### src/rtl/fifo_uart_tx_if.sv
// FIFO read-side bus between the synchronous FIFO and its serial consumer.
interface fifo_uart_tx_if #(
   parameter int unsigned FIFO_WIDTH = 8
);
   logic                  fifo_empty;
   logic                  fifo_rd_en;
   logic [FIFO_WIDTH-1:0] fifo_rd_data;

   modport master (input fifo_empty, input fifo_rd_data, output fifo_rd_en);
   modport slave  (output fifo_empty, output fifo_rd_data, input fifo_rd_en);
endinterface

### src/rtl/fifo_uart_tx.sv
// Pops words from the FIFO and transmits them as start/data(LSB first)/stop serial frames.
// Optional even-parity bit between data and stop when FIFO_TX_PARITY_EN is defined.
module fifo_uart_tx #(
   parameter int unsigned FIFO_WIDTH   = 8,
   parameter int unsigned CLKS_PER_BIT = 16
) (
   input  logic                   clk,
   input  logic                   rst_n,
   input  logic                   enable,
   fifo_uart_tx_if.master         fifo,
   output logic                   tx,
   output logic                   busy,
   output logic                   frame_done
);
   localparam int unsigned CW = $clog2(CLKS_PER_BIT);
   localparam int unsigned BW = $clog2(FIFO_WIDTH + 1);
   localparam logic [CW-1:0] CYC_LAST = CW'(CLKS_PER_BIT - 1);
   localparam logic [BW-1:0] BIT_LAST = BW'(FIFO_WIDTH - 1);

   typedef enum logic [2:0] {
      S_IDLE,
      S_POP,
      S_LOAD,
      S_START,
      S_DATA,
`ifdef FIFO_TX_PARITY_EN
      S_PARITY,
`endif
      S_STOP
   } state_e;

   state_e                state_q, state_d;
   logic [CW-1:0]         cyc_q, cyc_d;
   logic [BW-1:0]         bit_q, bit_d;
   logic [FIFO_WIDTH-1:0] shift_q, shift_d;
   logic                  tx_q, tx_d;
   logic                  rd_en_q, rd_en_d;
   logic                  busy_q, busy_d;
   logic                  done_q, done_d;
   logic                  bit_end;
`ifdef FIFO_TX_PARITY_EN
   logic                  parity_q, parity_d;
`endif

   assign bit_end = (cyc_q == CYC_LAST);

   // Next state, counters and shift register; outputs derive from next state so they register cleanly.
   always_comb begin
      state_d = state_q;
      cyc_d   = cyc_q;
      bit_d   = bit_q;
      shift_d = shift_q;
`ifdef FIFO_TX_PARITY_EN
      parity_d = parity_q;
`endif
      case (state_q)
         S_IDLE: begin
            if (enable && !fifo.fifo_empty) state_d = S_POP;
         end
         S_POP: state_d = S_LOAD;
         S_LOAD: begin
            shift_d = fifo.fifo_rd_data;
`ifdef FIFO_TX_PARITY_EN
            parity_d = ^fifo.fifo_rd_data;
`endif
            cyc_d   = '0;
            bit_d   = '0;
            state_d = S_START;
         end
         S_START: begin
            if (bit_end) begin
               cyc_d   = '0;
               state_d = S_DATA;
            end else begin
               cyc_d = cyc_q + CW'(1);
            end
         end
         S_DATA: begin
            if (bit_end) begin
               cyc_d   = '0;
               shift_d = shift_q >> 1;
               if (bit_q == BIT_LAST) begin
                  bit_d = '0;
`ifdef FIFO_TX_PARITY_EN
                  state_d = S_PARITY;
`else
                  state_d = S_STOP;
`endif
               end else begin
                  bit_d = bit_q + BW'(1);
               end
            end else begin
               cyc_d = cyc_q + CW'(1);
            end
         end
`ifdef FIFO_TX_PARITY_EN
         S_PARITY: begin
            if (bit_end) begin
               cyc_d   = '0;
               state_d = S_STOP;
            end else begin
               cyc_d = cyc_q + CW'(1);
            end
         end
`endif
         S_STOP: begin
            if (bit_end) begin
               cyc_d   = '0;
               state_d = S_IDLE;
            end else begin
               cyc_d = cyc_q + CW'(1);
            end
         end
         default: begin
            state_d = S_IDLE;
            cyc_d   = '0;
            bit_d   = '0;
         end
      endcase

      rd_en_d = (state_d == S_POP);
      busy_d  = (state_d != S_IDLE);
      done_d  = (state_d == S_STOP) && (cyc_d == CYC_LAST);
      case (state_d)
         S_START:  tx_d = 1'b0;
         S_DATA:   tx_d = shift_d[0];
`ifdef FIFO_TX_PARITY_EN
         S_PARITY: tx_d = parity_d;
`endif
         default:  tx_d = 1'b1;
      endcase
   end

   always_ff @(posedge clk) begin
      if (!rst_n) begin
         state_q <= S_IDLE;
         cyc_q   <= '0;
         bit_q   <= '0;
         shift_q <= '0;
         tx_q    <= 1'b1;
         rd_en_q <= 1'b0;
         busy_q  <= 1'b0;
         done_q  <= 1'b0;
`ifdef FIFO_TX_PARITY_EN
         parity_q <= 1'b0;
`endif
      end else begin
         state_q <= state_d;
         cyc_q   <= cyc_d;
         bit_q   <= bit_d;
         shift_q <= shift_d;
         tx_q    <= tx_d;
         rd_en_q <= rd_en_d;
         busy_q  <= busy_d;
         done_q  <= done_d;
`ifdef FIFO_TX_PARITY_EN
         parity_q <= parity_d;
`endif
      end
   end

   assign fifo.fifo_rd_en = rd_en_q;
   assign tx              = tx_q;
   assign busy            = busy_q;
   assign frame_done      = done_q;

endmodule

### src/flat_wrapper.sv
// flat-port wrapper written by rule: the top's interface ports become plain ports
module fifo_uart_tx_flat 
#(
   parameter int unsigned FIFO_WIDTH   = 8,
   parameter int unsigned CLKS_PER_BIT = 16
)
  (clk, rst_n, enable, tx, busy, frame_done, fifo_fifo_empty, fifo_fifo_rd_data, fifo_fifo_rd_en);
  fifo_uart_tx_if #(.FIFO_WIDTH(FIFO_WIDTH)) fifo_i ();
  input  logic clk;
  input  logic rst_n;
  input  logic enable;
  output logic tx;
  output logic busy;
  output logic frame_done;
  input wire logic [$bits(fifo_i.fifo_empty)-1:0] fifo_fifo_empty;
  input wire logic [$bits(fifo_i.fifo_rd_data)-1:0] fifo_fifo_rd_data;
  output wire logic [$bits(fifo_i.fifo_rd_en)-1:0] fifo_fifo_rd_en;
  assign fifo_i.fifo_empty = fifo_fifo_empty;
  assign fifo_i.fifo_rd_data = fifo_fifo_rd_data;
  assign fifo_fifo_rd_en = fifo_i.fifo_rd_en;
  fifo_uart_tx #(.FIFO_WIDTH(FIFO_WIDTH), .CLKS_PER_BIT(CLKS_PER_BIT)) u_core (.clk(clk), .rst_n(rst_n), .enable(enable), .fifo(fifo_i), .tx(tx), .busy(busy), .frame_done(frame_done));
endmodule
### config.mk
export PLATFORM = sky130hd
export DESIGN_NAME = fifo_uart_tx_flat
export DESIGN_NICKNAME = d
export VERILOG_FILES = /design/src/rtl/fifo_uart_tx_if.sv /design/src/rtl/fifo_uart_tx.sv /design/src/flat_wrapper.sv
export SDC_FILE = /design/constraint.sdc
export NUM_CORES = 1
export LEC_CHECK = 0
export CORE_ASPECT_RATIO = 0.8
export CORE_UTILIZATION = 45
export DETAILED_ROUTE_END_ITERATION = 6
export DONT_BUFFER_PORTS = 1
export HOLD_SLACK_MARGIN = 0.03
export PLACE_DENSITY_LB_ADDON = 0.2
export SYNTH_ARGS = -nofsm -noshare
export SYNTH_HDL_FRONTEND = slang
export SYNTH_SLANG_ARGS = --single-unit
### constraint.sdc
create_clock -name clk -period 3.2 [get_ports clk]
set_input_delay 0.32 -clock clk [delete_from_list [all_inputs] [get_ports clk]]
set_output_delay 0.32 -clock clk [all_outputs]
set_load 0.005 [all_outputs]
; ---- Word-level counts from Yosys, hierarchy flattened
; Index checks and enable logic that the tools add are counted.
[word_totals]
latch_bits = 0
ram_bits = 0
ff_bits = 23
romBits = 0
word_cells = 50
n_memories = 0
[op_classes]
n_mux = 14
n_addsub = 2
order_cmp = 0
shifts = 0
eq_ne = 13
multipliers = 0
n_reduce_logical = 11
n_bitwise = 1
n_div = 0
[ops]
columns = cell, count
row1 = case mux 3 bit (6 select lines), 1
row2 = case mux 4 bit (2 select lines), 2
row3 = case mux 8 bit (2 select lines), 1
row4 = 2-to-1 mux 3 bit, 5
row5 = == test 3 bit (second input constant), 4
row6 = 2-to-1 mux 4 bit, 3
row7 = == test 3 x 2 -> 1 bit (second input constant), 3
row8 = adder 4 x 1 -> 4 bit (second input constant), 2
row9 = == test 4 bit (second input constant), 2
row10 = 2-to-1 mux 8 bit, 1
row11 = == test 3 x 1 -> 1 bit (second input constant), 2
row12 = == test 4 x 3 -> 1 bit (second input constant), 1
row13 = AND reduction 2 bit, 2
row14 = OR reduction 4 bit, 1
row15 = zero test 3 bit, 1
row16 = nonzero test 3 bit, 1
row17 = OR reduction 3 bit, 1
row18 = logical AND 1 bit, 2
row19 = inequality test 2 x 1 -> 1 bit (second input constant), 1
row20 = case mux 1 bit (2 select lines), 1
row21 = nonzero test 2 bit, 1
row22 = OR reduction 2 bit, 1
row23 = zero test 1 bit, 1
row24 = inverter 1 bit, 1

; ---- Depth between registers and ports, before layout
[depth]
word_depth = 6
depth_mapped = 7
depth_no_buf = 5

; ---- Worst setup path after synthesis
; Ideal clock, no wire load.
[synth_timing]
path_type = register to register
start = register u_core.cyc_q[0]
end = register u_core.done_q, in the netlist u_core.frame_done
path_slack_ns = 1.725
required_ns = 3.109
arrival_ns = 1.384
path_stages_with_launch = 6
n_path_buf = 0
cell_sequence = dfxtp_1 ha_1 and4_4 mux2i_2 o311ai_1 nor4bb_1
[synth_between]
elab_chain_cells = 5
[synth_lines]
columns = item, line_no
row1 = "start, declared", fifo_uart_tx.sv:33  ; logic [CW-1:0] cyc_q, cyc_d;
row2 = "start signal, assigned", fifo_uart_tx.sv:149  ; cyc_q <= cyc_d;
row3 = adder 4 x 1 -> 4 bit or == test 4 bit (tied branches), --
row4 = "2-to-1 mux 4 bit, or another cell as far along", "fifo_uart_tx.sv:71, fifo_uart_tx.sv:79, fifo_uart_tx.sv:107"
row5 = case mux 4 bit (2 select lines) or case mux 3 bit (6 select lines) (tied branches), fifo_uart_tx.sv:56  ; case (state_q)
row6 = == test 4 bit or == test 3 bit (tied branches), fifo_uart_tx.sv:123  ; done_d = (state_d == S_STOP) && (cyc_d == CYC_LAST);
row7 = logical AND 1 bit (*), fifo_uart_tx.sv:123
row8 = "end signal, assigned", fifo_uart_tx.sv:155  ; done_q <= done_d;
row9 = "end, declared", fifo_uart_tx.sv:39  ; logic done_q, done_d;
; Mark *: on every way between the ends. The rest lies on a longest branch, timed or not.
; A chain may end at the register's enable or synchronous reset.

; ---- Worst setup path after layout
[layout_timing]
start = register u_core.state_q[0]
end = register u_core.done_q, in the netlist u_core.frame_done
[layout_between]
elab_chain_cells = 5
[layout_lines]
columns = item, line_no
row1 = "start, declared", fifo_uart_tx.sv:32  ; state_e state_q, state_d;
row2 = "start signal, assigned", fifo_uart_tx.sv:148  ; state_q <= state_d;
row3 = "== test 3 x 2 -> 1 bit, or another cell as far along", fifo_uart_tx.sv:56
row4 = "OR reduction 3 bit (no source line), or another cell as far along", --
row5 = case mux 4 bit (2 select lines) or case mux 3 bit (6 select lines) (tied branches), fifo_uart_tx.sv:56
row6 = == test 4 bit or == test 3 bit (tied branches), fifo_uart_tx.sv:123
row7 = logical AND 1 bit (*), fifo_uart_tx.sv:123
; Marks and branches as above.

==> impl_results.md <==
- Overall routed net length: 2380 um
- Post-route ant nets: 0
- Later-pin clock latency in the skew report: 0.31 ns
- Clock Root Buffer: clkbuf_4
- # hold bufs at CTS: 0
- R2r setup slk: 1.14 ns
- Post-synth top area cell: dfxtp_1
- Total core area: 2520 sq um
- Synth cell count leaders: 23 x dfxtp_1, 11 x a21oi_1, 9 x nor2_1
- Worst Hold Class: in -> reg
- Gr ovfl total: 0
- Final Instance Area: 1230 sq um
- Cells after Synth: 135
- Met1 global-route usage: 0.272
- Resize count post-CTS: 0
- Tot Pwr: 0.494 mW
- Final setup vio count: 0
- Clock Skew: 0.00155 ns
- HPWL Detailed: 1700 um
- Final Cycle Share: 0.643
- Mapped Avg Cell Area: 9.10 sq um
- WL/cell: 14.3 um
- Post CTS Setup Buffer Count: 0
- Startpoint Class: flop
- Post-synth top flop: dfxtp_1
- Distinct cell type count after synthesis: 43
- Max_slew headroom: 0.466
- Met3 Track Usage GR: 0.0481
- CP Data Required Time: 3.43 ns
- Maximum clock insertion buffer count: 2
- Die area: 2940 sq um
- Setup Crit Path Kind: reg -> reg
- Slew Viols, Final: 0
- Total Routing Usage GR: 0.173
- Initial antenna violation count: 0
- DR iter-0 viols: 53
- CP max FO: 22
- Sequential share of the synthesized area: 0.375
- P_leak: 0.404 nW
- GRT met2 Usage: 0.234
- Post-synth EDFFs: 0
- Clk sinks: 23
- DR vias: 966
- Die width: 60.4 um
- Synth Register Bits: 23
- Status: finished clean
- Inserted Diodes: 0
- PwrDens: 400 nW/um^2
- DRC: 0
- TritonRoute pass-1 iters: 4
- Rows: 16
- Maximum VDD drop: 0.278 mV
- RSZ-0062 raised after global routing: false
- Area contributors post-synth: dfxtp_1 37%, a21oi_1 4.5%, a22oi_1 4.3%, buf_6 3.7%, mux2i_1 3.3%
- Synthesis Warnings: 0
- Placed Area: 1210 sq um
- First-pass GRT wire length: 3890 um
- Gr busiest metal: met1
- Area Overhead vs Synth: 0.509%
- Final hold vios: 0
- Sequential Area: 460 sq um
- Post-synth ARST share: 0
- Count leader, synth: dfxtp_1
- WP data arrival: 2.29 ns
- Mapped cell area: 1230 sq um
- Synth top area share: 0.375
- Multi-input gate area: 679 sq um
- Initial core utilization: 0.487
- Slew @ Worst Pin: 0.800 ns
- Fill cells: 253
- Total Nets Final: 145
- CTS H-tree depth: 1
- GPL Wtd Cong: 0.822
- Layout cells sized above 1: 0.0923
- Num CTS Buffers: 3
- Synth Net Count: 149
- Max Cap Viol: 0
- Vias in the first global route: 821
- I/O pin total: 16
- CTS tree: done
- Die span in y: 48.7 um
- Worst setup EP type: flop
- Max Fclk: 486 MHz
- Clock transition at path regs: 0.12 ns
- Largest net degree at the start of global routing: 23
- Vias per cell: 5.82
- PortBufs: 0
- Fin crit period: 2.06 ns
- Fin Setup TNS: 0 ns
-- final timing paths --
kind,from,end,cells after the start
min reg2reg,u_core.shift_q[3]$_SDFFE_PN0P_,u_core.shift_q[3]$_SDFFE_PN0P_,2
max reg2reg,u_core.state_q[0]$_SDFF_PN0_,u_core.frame_done$_SDFF_PN0_,4
min,rst_n,u_core.cyc_q[0]$_SDFF_PN0_,1
max,u_core.state_q[0]$_SDFF_PN0_,u_core.frame_done$_SDFF_PN0_,4
-- layer usage --
layer | up-vias | part of all wire
met5 | - | 0
met2 | 20 | 0.41
met4 | 0 | 0.0088
li1 | 495 | -
met3 | 4 | 0.045
met1 | 447 | 0.53
-- worst max-delay path: stages, from the launching register on --
cell and delay, ns:
dfxtp_1 0.86, and4_4 0.41, mux2i_2 0.28, o311ai_1 0.15, nor4bb_1 0.26
-- kinds of logic after synthesis --
group / after synthesis / share of synthesized area
xor+xnor: 1 / 0.00713
fa+ha+maj: 2 / 0.0204
flops: 23 / 0.375
simple gates: 42 / 0.214
buf+inv: 15 / 0.0723
compound gates: 45 / 0.249
mux: 7 / 0.0621
-- per-stage QoR --
| stage | util | hold slack [ns] | cells | setup WS, ns |
|---|---|---|---|---|
| 2_1_floorplan | - | 0.442 | 135 | 1.73 |
| 3_5_place_dp | 0.479 | 0.446 | 162 | 1.16 |
| 3_3_place_gp | 0.479 | 0.444 | 162 | 1.20 |
| 4_1_cts | 0.490 | 0.101 | 166 | 1.15 |
| 6_report | 0.490 | 0.118 | 166 | 1.14 |
| 5_1_grt | 0.490 | 0.0833 | 166 | 0.966 |
-- cells in the final DEF (no fill, tap or decap), drive strengths merged --
cell	count
dfxtp	23
a21oi	11
o21ai	11
nor2	9
a22oi	7
inv	6
and2	5
mux2i	5
nand2b	4
and3	4
nand3b	4
nand2	3
nand4	3
nor3	3
clkbuf	3
nor3b	3
mux2	2
a31oi	2
ha	2
o22ai	2
and4	1
o32a	1
and4bb	1
o31ai	1
a211oi	1
a32o	1
a2111oi	1
nand3	1
a2bb2oi	1
o221a	1
xnor2	1
a32oi	1
a21boi	1
o2bb2ai	1
o32ai	1
o311ai	1
nor4bb	1
clkinv	1
-- area by class of cell --
| cell class | count | share of cell area |
|---|---|---|
| multi-input cells | 97 | 0.550 |
| flip-flops and latches | 23 | 0.373 |
| well taps | 36 | 0.0365 |
| clock buffers | 3 | 0.0182 |
| inverters | 6 | 0.0182 |
| clock inverters | 1 | 0.00405 |
-- power by group --
group / internal (mW) / switching [mW] / leakage (nW) / total, mW
sequential: 0.297 / 0.0160 / 0.187 / 0.313
clock: 0.0468 / 0.0875 / 0.0177 / 0.134
combinational: 0.0231 / 0.0235 / 0.199 / 0.0466
-- flip-flops by register name, summed over array words and instances, names as in the netlist --
register	count
u_core.bit_q	4
u_core.busy	1
u_core.cyc_q	4
u_core.fifo.fifo_rd_en	1
u_core.frame_done	1
u_core.shift_q	8
u_core.state_q	3
u_core.tx	1
No activity file was read; power rests on OpenSTA's default activity.
